<file path="src/rtl/rca32_checked.sv">
//------------------------------------------------------------------------------
// rca32_checked : registered ripple-carry adder with behavioural cross-check
// Rev 1.0
//------------------------------------------------------------------------------
`default_nettype none

module rca32_fa (
  input  logic a,
  input  logic b,
  input  logic ci,
  output logic s,
  output logic co
);
  logic w_p;

  assign w_p = a ^ b;
  assign s   = w_p ^ ci;
  assign co  = (a & b) | (ci & w_p);
endmodule

module rca32_checked #(
  parameter int WIDTH = 32
) (
  input  logic             clk,
  input  logic             rst_n,
  input  logic             in_valid,
  input  logic [WIDTH-1:0] a,
  input  logic [WIDTH-1:0] b,
  input  logic             cin,
  output logic             out_valid,
  output logic [WIDTH-1:0] sum,
  output logic             cout,
  output logic             ovf,
  output logic             mismatch
);
  logic [WIDTH:0]   w_c;
  logic [WIDTH-1:0] w_s;
  logic [WIDTH:0]   w_ref;
  logic             w_disagree;

  logic             r_out_valid;
  logic [WIDTH-1:0] r_sum;
  logic             r_cout;
  logic             r_ovf;
  logic             r_mismatch;

  assign w_c[0] = cin;

  // Carry ripples strictly bit 0 -> bit WIDTH-1; no lookahead.
  generate
    for (genvar i = 0; i < WIDTH; i++) begin : g_cell
      rca32_fa u_fa (
        .a  (a[i]),
        .b  (b[i]),
        .ci (w_c[i]),
        .s  (w_s[i]),
        .co (w_c[i+1])
      );
    end
  endgenerate

  assign w_ref      = {1'b0, a} + {1'b0, b} + {{WIDTH{1'b0}}, cin};
  assign w_disagree = ({w_c[WIDTH], w_s} != w_ref);

  always_ff @(posedge clk) begin
    if (!rst_n) begin
      r_out_valid <= 1'b0;
      r_sum       <= '0;
      r_cout      <= 1'b0;
      r_ovf       <= 1'b0;
      r_mismatch  <= 1'b0;
    end else begin
      r_out_valid <= in_valid;
      if (in_valid) begin
        r_sum  <= w_s;
        r_cout <= w_c[WIDTH];
        r_ovf  <= w_c[WIDTH-1] ^ w_c[WIDTH];
        if (w_disagree) begin
          r_mismatch <= 1'b1;
        end
      end
    end
  end

  assign out_valid = r_out_valid;
  assign sum       = r_sum;
  assign cout      = r_cout;
  assign ovf       = r_ovf;
  assign mismatch  = r_mismatch;
endmodule

`default_nettype wire

</file>
<file path="config.mk">
export PLATFORM = sky130hd
export DESIGN_NAME = rca32_checked
export DESIGN_NICKNAME = d
export VERILOG_FILES = /design/src/rtl/rca32_checked.sv
export SDC_FILE = /design/constraint.sdc
export NUM_CORES = 1
export LEC_CHECK = 0
export CAP_MARGIN = 20
export CORE_MARGIN = 5
export CORE_UTILIZATION = 48
export CTS_BUF_LIST = sky130_fd_sc_hd__clkbuf_8
export DETAILED_ROUTE_END_ITERATION = 12
export PLACE_DENSITY_LB_ADDON = 0.1
export SYNTH_ARGS = -nofsm -noshare
export SYNTH_HDL_FRONTEND = slang
export SYNTH_SLANG_ARGS = --single-unit
</file>
<file path="constraint.sdc">
create_clock -name clk -period 17.6 [get_ports clk]
set_clock_uncertainty 0.2 [all_clocks]
set_input_delay 3.52 -clock clk [delete_from_list [all_inputs] [get_ports clk]]
set_output_delay 3.52 -clock clk [all_outputs]
set_load 0.1 [all_outputs]
</file>
==> results by group <==
Global route
  • First-pass GRT wire length: 21.6 mm
  • Total track usage: 23.5%
  • Largest net degree at the start of global routing: 67
  • Vias in the first global route: 4,487
  • Initial antenna violation count: 0
  • GRT overflow: 0

CTS
  • Clk sinks: 36
  • Total CTS buffers: 5
  • Clk buf depth: 2
  • H-tree Lvls: 2
  • Post-CTS setup buffer count: 0
  • Reg clk slew, reported paths: 0.09 ns
  • Clk root buf: clkbuf_8
  • Worst skew pair latency: 0.29 ns
  • Hold buffer count at cts: 0
  • TritonCTS clock tree: built

Timing
  • Achievable Freq: 0.0583 GHz
  • Final Max Slew Viols: 0
  • Slew HR: 34.0%
  • Final setup fails: 0
  • Unrepaired setup endpoints after global routing: no
  • Worst Hold Slack: 0.282 ns
  • Worst-margin pin slew: 0.987 ns
  • Minimum clock period: 17.17 ns
  • Final Hold Viols: 0
  • Fin crit share: 97.5%

Detailed routing
  • Final antenna-violating net count: 0
  • Final WL: 13.4 mm
  • Via count: 4,458
  • Post-detailed-route wirelength per cell: 17.8 µm
  • Drt first-iter violations: 227
  • 1st-pass router iterations: 7
  • Number of remaining DRC errors: 0
  • Vias per cell: 5.94

Final layout
  • Most common cell after layout, fill and taps aside: clkdlybuf4s50_1
  • Area Growth Syn to Fin: 27.7%
  • Final core occ: 62.7%
  • Most frequent cells in the layout: clkdlybuf4s50_1 (102), inv_1 (69), nand2_1 (62)
  • Number of antenna diodes: 0
  • Proportion of layout cells with a drive suffix above 1: 8.59%
  • Fin nets: 770

Floorplanning
  • Chip width: 107 µm
  • Die ar.: 0.0114 mm²
  • Core Region: 0.00920 mm²
  • Initial Util: 49.1%
  • FP Rows: 35
  • IO Count: 104
  • Die height: 107 µm

Yosys
  • Top_reg_cell synth: dfxtp_1
  • Post-synth EDFFs: 0
  • Area contributors post-synth: dfxtp_1 (16%), fa_1 (14%), ha_1 (8.6%)
  • Mapped cell area: 0.00451 mm²
  • Synth area leader: dfxtp_1
  • Yosys cell types: 66
  • Warnings, synthesis: 0
  • Synthesized instance count: 548
  • Yosys reg bits: 36
  • Avg Inst Size Synth: 8.23 µm²
  • Post-synthesis sequential area ratio: 16.0%
  • Synth top area share: 16.0%
  • Asr flop ratio synth: 0%
  • Syn nets: 679

Placement
  • I/O Buffers: 103
  • Post-DP HPWL: 10.9 mm
  • GP Congestion: 0.956

Power
  • PwrDens: 75.8 mW/mm²
  • Leakage power: 2.64 nW
  • Peak VDD IR: 0.0472 mV

Job
  • Max-cap violations: 0

Worst setup path
  • Crit end category: flop
  • Critical path class: in2reg
  • Arrival time of the worst setup path: 17.16 ns
  • Most common cell on crit path: fa_2
  • Worst-path fanout max: 4
  • CP required: 17.60 ns
  • Crit-path max cell delay: 0.49 ns
  • Reg2Reg Setup Slack: 15.54 ns
  • Crit start category: input port
  • CP max stage cell: fa_2

Status
  • Status: finished clean

Min path
  • Hold crit path type: reg2reg
-- final timing paths --
check,startpoint,to,depth (start not counted)
worst max-delay path,a[0],mismatch,46
worst min-delay path,sum[17],sum[17],1
worst max register to register,mismatch,mismatch,8
worst min register to register,sum[17],sum[17],1
-- cells in the mapped netlist (2+ instances only) --
master      n
ha_1       31
a21boi_0    2
o21a_1      9
a2111oi_0   3
buf_6       4
nand3b_1    2
nand4_1    10
a21oi_1    27
a41oi_1     3
and4_1      2
inv_1      69
o21ai_0    18
mux2i_1     7
and2_1      4
a32oi_1     3
o211ai_1    7
nand2b_1    4
and3_2      2
nor2_1     20
buf_4       4
o2111ai_1   6
xor2_1     18
a211oi_1    5
nand3_1    11
o211a_1    30
nand2_1    62
a21o_1      7
dfxtp_1    36
fa_1       32
or3_1       3
a22oi_1     4
nor4_1      7
or2_2       2
o22ai_1     2
a221oi_1    3
o21bai_1    2
and3_1      4
nor2b_1    11
nor3_1      7
xnor2_1    23
clkbuf_1   17
-- power by group --
| part | leakage (nW) | total, mW | switching, mW | internal [mW] |
|---|---|---|---|---|
| Clock | 0.0479 | 0.0621 | 0.0345 | 0.0277 |
| Combinational | 2.29 | 0.281 | 0.174 | 0.107 |
| Sequential | 0.299 | 0.0937 | 0.00414 | 0.0895 |
-- layout make-up --
class	instances	area, µm²
clock buffer	5	68.8
inverter	69	259
fill	829	3430
timing repair buffer	109	1070
sequential	36	721
tap	111	139
clock inverter	3	18.8
multi-input combinational	418	3490
-- metrics by stage --
step           total power [mW]  setup TNS [ns]  setup WS (ns)  cell area [µm²]  instances
2_1_floorplan             0.294               0          0.660             4510        548
3_3_place_gp              0.364          -0.463         -0.463             5580        743
3_5_place_dp              0.367          -0.857         -0.857             5580        743
4_1_cts                   0.434               0        0.00521             5720        751
5_1_grt                   0.464               0        0.00568             5760        751
6_report                  0.437               0          0.433             5760        751
-- state kept, by name (all words and copies together) (netlist names) --
register,flops
cout,1
mismatch,1
out_valid,1
ovf,1
sum,32
-- layer usage --
layer  global-route usage [%]  wire (µm)
met5                        0          0
met4                     4.75        152
met3                     3.31        681
met2                     42.9       6760
met1                     29.4       5760
-- critical path, delay by kind of cell --
kind | cells | cell delay [ns]
and+or+nand+nor | 5 | 0.98
xor gates and xnor gates | 1 | 0.19
AOI/OAI and AO/OA | 2 | 0.44
adders and majority gates | 31 | 11.18
buffers and inverters | 7 | 0.84
-- cell families after synthesis --
logic type                 share of synthesized area, %
buffers and inverters                              8.82
xor gates and xnor gates                           7.96
DFF                                                16.0
muxes                                              2.30
adders and majority gates                          22.8
and+or+nand+nor                                    17.5
AOI/OAI and AO/OA                                  24.6
-- repair_timing --
| item | CTS | global route |
|---|---|---|
| endpoints found under the setup margin | 1 | 1 |
| pin swaps | 5 | 10 |
| gates resized for setup | 14 | 14 |
Note: power is estimated with default switching activity, not from simulation.
